--- src/rtl/prime_frame_stats_if.sv ---
// Sample/result handshake bundle for prime_frame_stats.
// out_max exists only when PRIME_MAX_EN is defined.
interface prime_frame_stats_if #(
   parameter int CNT_W = 4
);
   logic             in_valid;
   logic             in_ready;
   logic [3:0]       in_value;
   logic             in_prime;
   logic             frame_flush;
   logic             out_valid;
   logic             out_ready;
   logic [CNT_W-1:0] out_count;
   logic [CNT_W-1:0] out_run;
   logic [3:0]       out_last;
   logic [CNT_W-1:0] out_len;
`ifdef PRIME_MAX_EN
   logic [3:0]       out_max;
`endif

   modport master (
      output in_valid, in_value, in_prime, frame_flush, out_ready,
      input  in_ready, out_valid, out_count, out_run, out_last, out_len
`ifdef PRIME_MAX_EN
      , out_max
`endif
   );

   modport slave (
      input  in_valid, in_value, in_prime, frame_flush, out_ready,
      output in_ready, out_valid, out_count, out_run, out_last, out_len
`ifdef PRIME_MAX_EN
      , out_max
`endif
   );
endinterface

--- src/rtl/prime_frame_stats.sv ---
// Per-frame prime statistics (count, longest run, last prime, length) behind prime_detector.
// Optional largest-prime tracking is enabled with PRIME_MAX_EN.
//
// state  | meaning
// ACCUM  | accepting samples, accumulating the current frame
// REPORT | frame result held on the output port until out_ready
module prime_frame_stats #(
   parameter int FRAME_LEN = 8,
   parameter int CNT_W     = 4
) (
   input logic               clk,
   input logic               rst_n,
   prime_frame_stats_if.slave bus
);
   typedef enum logic {ACCUM, REPORT} state_t;

   localparam logic [CNT_W-1:0] ONE     = CNT_W'(1);
   localparam logic [CNT_W-1:0] LEN_END = CNT_W'(FRAME_LEN);

   state_t state_q, state_d;

   logic [CNT_W-1:0] len_q, count_q, cur_q, best_q;
   logic [3:0]       last_q;
   logic [CNT_W-1:0] len_nx, count_nx, cur_nx, best_nx;
   logic [3:0]       last_nx;
   logic [CNT_W-1:0] out_count_q, out_run_q, out_len_q;
   logic [3:0]       out_last_q;
`ifdef PRIME_MAX_EN
   logic [3:0]       max_q, max_nx, out_max_q;
`endif

   logic accept;
   logic close;

   assign accept = bus.in_valid && (state_q == ACCUM);

   always_comb begin
      len_nx   = len_q;
      count_nx = count_q;
      cur_nx   = cur_q;
      best_nx  = best_q;
      last_nx  = last_q;
`ifdef PRIME_MAX_EN
      max_nx   = max_q;
`endif
      if (accept) begin
         len_nx = len_q + ONE;
         if (bus.in_prime) begin
            count_nx = count_q + ONE;
            cur_nx   = cur_q + ONE;
            if (cur_nx > best_q) best_nx = cur_nx;
            last_nx  = bus.in_value;
`ifdef PRIME_MAX_EN
            if (bus.in_value > max_q) max_nx = bus.in_value;
`endif
         end else begin
            cur_nx = '0;
         end
      end
   end

   // A flush with nothing accepted only closes a non-empty frame.
   assign close = (state_q == ACCUM) &&
                  ((accept && (len_nx == LEN_END || bus.frame_flush)) ||
                   (!accept && bus.frame_flush && len_q != '0));

   always_ff @(posedge clk or negedge rst_n) begin
      if (!rst_n) state_q <= ACCUM;
      else        state_q <= state_d;
   end

   always_comb begin
      state_d       = state_q;
      bus.in_ready  = 1'b0;
      bus.out_valid = 1'b0;
      case (state_q)
         ACCUM: begin
            bus.in_ready = 1'b1;
            if (close) state_d = REPORT;
         end
         REPORT: begin
            bus.out_valid = 1'b1;
            if (bus.out_ready) state_d = ACCUM;
         end
         default: state_d = ACCUM;
      endcase
   end

   always_ff @(posedge clk or negedge rst_n) begin
      if (!rst_n) begin
         len_q       <= '0;
         count_q     <= '0;
         cur_q       <= '0;
         best_q      <= '0;
         last_q      <= '0;
         out_count_q <= '0;
         out_run_q   <= '0;
         out_last_q  <= '0;
         out_len_q   <= '0;
`ifdef PRIME_MAX_EN
         max_q       <= '0;
         out_max_q   <= '0;
`endif
      end else if (close) begin
         out_count_q <= count_nx;
         out_run_q   <= best_nx;
         out_last_q  <= last_nx;
         out_len_q   <= len_nx;
         len_q       <= '0;
         count_q     <= '0;
         cur_q       <= '0;
         best_q      <= '0;
         last_q      <= '0;
`ifdef PRIME_MAX_EN
         out_max_q   <= max_nx;
         max_q       <= '0;
`endif
      end else if (accept) begin
         len_q   <= len_nx;
         count_q <= count_nx;
         cur_q   <= cur_nx;
         best_q  <= best_nx;
         last_q  <= last_nx;
`ifdef PRIME_MAX_EN
         max_q   <= max_nx;
`endif
      end
   end

   assign bus.out_count = out_count_q;
   assign bus.out_run   = out_run_q;
   assign bus.out_last  = out_last_q;
   assign bus.out_len   = out_len_q;
`ifdef PRIME_MAX_EN
   assign bus.out_max   = out_max_q;
`endif
endmodule

--- src/flat_wrapper.sv ---
// flat-port wrapper written by rule: the top's interface ports become plain ports
module prime_frame_stats_flat 
#(
   parameter int FRAME_LEN = 8,
   parameter int CNT_W     = 4
)
  (clk, rst_n, bus_in_valid, bus_in_value, bus_in_prime, bus_frame_flush, bus_out_ready, bus_in_ready, bus_out_valid, bus_out_count, bus_out_run, bus_out_last, bus_out_len);
  prime_frame_stats_if #(.CNT_W(CNT_W)) bus_i ();
  input logic clk;
  input logic rst_n;
  input wire logic [$bits(bus_i.in_valid)-1:0] bus_in_valid;
  input wire logic [$bits(bus_i.in_value)-1:0] bus_in_value;
  input wire logic [$bits(bus_i.in_prime)-1:0] bus_in_prime;
  input wire logic [$bits(bus_i.frame_flush)-1:0] bus_frame_flush;
  input wire logic [$bits(bus_i.out_ready)-1:0] bus_out_ready;
  output wire logic [$bits(bus_i.in_ready)-1:0] bus_in_ready;
  output wire logic [$bits(bus_i.out_valid)-1:0] bus_out_valid;
  output wire logic [$bits(bus_i.out_count)-1:0] bus_out_count;
  output wire logic [$bits(bus_i.out_run)-1:0] bus_out_run;
  output wire logic [$bits(bus_i.out_last)-1:0] bus_out_last;
  output wire logic [$bits(bus_i.out_len)-1:0] bus_out_len;
  assign bus_i.in_valid = bus_in_valid;
  assign bus_i.in_value = bus_in_value;
  assign bus_i.in_prime = bus_in_prime;
  assign bus_i.frame_flush = bus_frame_flush;
  assign bus_i.out_ready = bus_out_ready;
  assign bus_in_ready = bus_i.in_ready;
  assign bus_out_valid = bus_i.out_valid;
  assign bus_out_count = bus_i.out_count;
  assign bus_out_run = bus_i.out_run;
  assign bus_out_last = bus_i.out_last;
  assign bus_out_len = bus_i.out_len;
  prime_frame_stats #(.FRAME_LEN(FRAME_LEN), .CNT_W(CNT_W)) u_core (.clk(clk), .rst_n(rst_n), .bus(bus_i));
endmodule
--- config.mk ---
export PLATFORM = sky130hd
export DESIGN_NAME = prime_frame_stats_flat
export DESIGN_NICKNAME = d
export VERILOG_FILES = /design/src/rtl/prime_frame_stats_if.sv /design/src/rtl/prime_frame_stats.sv /design/src/flat_wrapper.sv
export SDC_FILE = /design/constraint.sdc
export NUM_CORES = 1
export LEC_CHECK = 0
export BUFFER_PORTS_ARGS = -buffer_cell sky130_fd_sc_hd__buf_2
export CAP_MARGIN = 5
export CORE_ASPECT_RATIO = 0.8
export CORE_MARGIN = 2
export CORE_UTILIZATION = 56
export CTS_BUF_LIST = sky130_fd_sc_hd__clkbuf_16
export CTS_CLUSTER_SIZE = 12
export DETAILED_ROUTE_END_ITERATION = 8
export PLACE_DENSITY_LB_ADDON = 0.2
export SYNTH_ARGS = -nofsm -noshare
export SYNTH_HDL_FRONTEND = slang
export SYNTH_SLANG_ARGS = --single-unit
export TNS_END_PERCENT = 50
--- constraint.sdc ---
create_clock -name clk -period 3.4 [get_ports clk]
set_clock_uncertainty 0.05 [all_clocks]
set_input_delay 0.68 -clock clk [delete_from_list [all_inputs] [get_ports clk]]
set_output_delay 0.68 -clock clk [all_outputs]
set_load 0.01 [all_outputs]
==> results.json <==
{
  "status": "finished clean",
  "place_area_um2": 2070,
  "worst_slew_pin_slew_ps": 805,
  "max-slew-margin-rel_pct": 46.3,
  "gp_congestion": 0.899,
  "worstSetupStartpoint": "u_core.cur_q[0]$_DFFE_PN0P_",
  "combPwrFrac_pct": 35.4,
  "grt_max_degree": 38,
  "avgSynthCellArea_um2": 11.8,
  "synthTopCellsByCount": "37 x dfrtp_1, 19 x nand2_1, 13 x mux2_2",
  "drtAntennaViolNets": 0,
  "worst_hold_path_type": "in2async",
  "setup_violations": 0,
  "ir_drop_mv": 0.475,
  "wl_um": 3820,
  "worstPathArrival_ps": 2820,
  "grtUsageMet3_pct": 7.00,
  "coreArea_um2": 3180,
  "cts_sinks": 37,
  "drv_slew": 0,
  "cts_setup_buffers": 0,
  "yosysMostFrequentCell": "dfrtp_1",
  "wl_per_cell_um": 16.3,
  "cts_buffer_depth": 2,
  "ys_warn_count": 0,
  "seqPwrFrac_pct": 36.3,
  "antenna_found_initial": 0,
  "grt_pass1_vias": 1309,
  "synth_fp_nets": 181,
  "hpwlAfterDp_um": 2720,
  "ff2ff_setup_slack_ps": 690,
  "ys_seq_area_share_pct": 48.2,
  "drt-vias-per-instance": 5.80,
  "fin_area_um2": 2240,
  "clk_pin_slew_ps": 50,
  "root_buffer": "clkbuf_16",
  "layout-drive-gt1-share_pct": 31.8,
  "drt_iter0_markers": 74,
  "use_met1_pct": 28.2,
  "clk_latency_ps": 280,
  "critPathLaunchType": "flip-flop",
  "busiest_layer": "met2",
  "nets": 212,
  "synth.area.top_cells": "dfrtp_1 48%, mux2_2 7.6%, ha_1 5.2%",
  "fin_crit_sh_pct": 79.6,
  "vias": 1362,
  "die_area_um2": 3920,
  "synth-edff-count": 0,
  "synth_top_area_share_pct": 48.2,
  "syn2layout_area_growth_pct": 16.5,
  "die_h_um": 56.4,
  "chipWidth_um": 69.5,
  "synth_cell_types": 38,
  "finalHoldViolCount": 0,
  "cts_buffers": 5,
  "synth-main-ff-cell": "dfrtp_1",
  "grtUsageTotal_pct": 21.1,
  "cp-end-kind": "flip-flop",
  "first_pass_iters": 4,
  "required_ps": 3510,
  "synth_cells": 163,
  "grt_overflow": 0,
  "rows": 18,
  "fmax_mhz": 369,
  "grtUsageMet2_pct": 32.7,
  "synth-seq-cells": 37,
  "r2r-end": "u_core.bus.out_run[1]$_DFFE_PN0P_",
  "p_int_mw": 1.21,
  "p_clk_share_pct": 28.3,
  "grt_pass1_wl_um": 6310,
  "reg2reg_depth": 7,
  "ios": 28,
  "reg2reg_from": "u_core.cur_q[0]$_DFFE_PN0P_",
  "antenna_cells": 0,
  "power.density_nw_per_um2": 804,
  "path_class": "reg2reg",
  "drc": 0,
  "htree_levels": 2,
  "ys_async_sr_fraction_pct": 100,
  "fin_setup_tns_ps": 0,
  "synthesis.area_um2": 1920,
  "crit_fanout": 6,
  "max-cap-violations": 0,
  "post_cts_resized": 0,
  "holdBufCountCts": 0,
  "switching_share_pct": 33.0,
  "yosysTopAreaCell": "dfrtp_1",
  "leakage_nw": 1.11,
  "port_buffers": 27,
  "rsz0062_at_grt": "false",
  "p_switching_mw": 0.593,
  "layout_min_cycle_time_ps": 2710,
  "start_util_pct": 60.5,
  "cts_tree": "done"
}
cells in the final DEF (no fill, tap or decap), types with 3 or more instances in the layout:
cell and count:
mux2_2 13, a21oi_1 4, inv_1 9, and2_1 7
buf_4 3, nor2_1 6, dfrtp_1 37, mux2_4 6
clkbuf_16 5, a22o_1 4, a32o_1 8, buf_2 27
ha_1 8, xnor2_1 6, nand3_1 3, nand2_1 19
o21ai_0 4
metrics by stage:
stage	hold slack [ps]	utilization (%)	instances	setup WS [ps]	power, mW
finish	436	70.4	235	693	1.80
detailed placement	435	65.3	227	744	1.28
global placement	425	65.3	227	810	1.26
global route	465	70.4	235	553	1.90
CTS	447	70.4	235	706	1.80
floorplan	334	-	163	959	1.11
kinds of logic after synthesis:
group | after synthesis | synth area share, %
adder cells (fa/ha/maj) | 8 | 5.21
multiplexers | 21 | 13.4
buffers and inverters | 14 | 4.36
AND/OR/NAND/NOR | 46 | 12.4
AO/OA/AOI/OAI | 28 | 11.6
XOR/XNOR | 9 | 4.89
flip-flops | 37 | 48.2
sequential cells by signal, summed over array words and instances (netlist names):
register              flops
u_core.best_q             4
u_core.bus.out_count      4
u_core.bus.out_last       4
u_core.bus.out_len        4
u_core.bus.out_run        4
u_core.count_q            4
u_core.cur_q              4
u_core.last_q             4
u_core.len_q              4
u_core.state_q            1
how the worst max path moves through the flow:
stage / slack, ps / to / depth (start not counted)
2_1_floorplan: 960 / u_core.bus.out_run[0]$_DFFE_PN0P_ / 7
3_3_place_gp: 810 / u_core.bus.out_run[2]$_DFFE_PN0P_ / 7
3_5_place_dp: 740 / u_core.bus.out_run[1]$_DFFE_PN0P_ / 7
4_1_cts: 710 / u_core.bus.out_run[1]$_DFFE_PN0P_ / 7
5_1_grt: 550 / u_core.bus.out_run[1]$_DFFE_PN0P_ / 7
6_report: 690 / u_core.bus.out_run[1]$_DFFE_PN0P_ / 7
final cells by class:
type / count / area, µm²
Multi-Input combinational cell: 112 / 911
Inverter: 8 / 30.0
Tap cell: 40 / 50.0
Timing Repair Buffer: 30 / 158
Sequential cell: 37 / 926
Clock buffer: 5 / 125
Fill cell: 235 / 938
Clock inverter: 3 / 37.5
metal layers:
metal,part of all wire [%],vias to the layer above
met5,0,-
met4,1.2,0
met3,4.3,7
met2,48,27
met1,47,689
li1,-,639
critical path: stages, from the launching register on:
cell,delay [ps]
dfrtp_1,400
nand3_1,120
xnor2_1,370
ha_1,360
a41o_1,250
a21oi_1,400
mux2_2,390
mux2_2,260
power groups by stage:
stage / sequential [mW] / clock (mW) / combinational, mW
2_1_floorplan: 0.673 / 0 / 0.438
3_3_place_gp: 0.649 / 0 / 0.609
3_5_place_dp: 0.659 / 0 / 0.623
4_1_cts: 0.652 / 0.516 / 0.636
5_1_grt: 0.667 / 0.540 / 0.694
6_report: 0.653 / 0.508 / 0.636
Note: power is estimated with default switching activity, not from simulation.
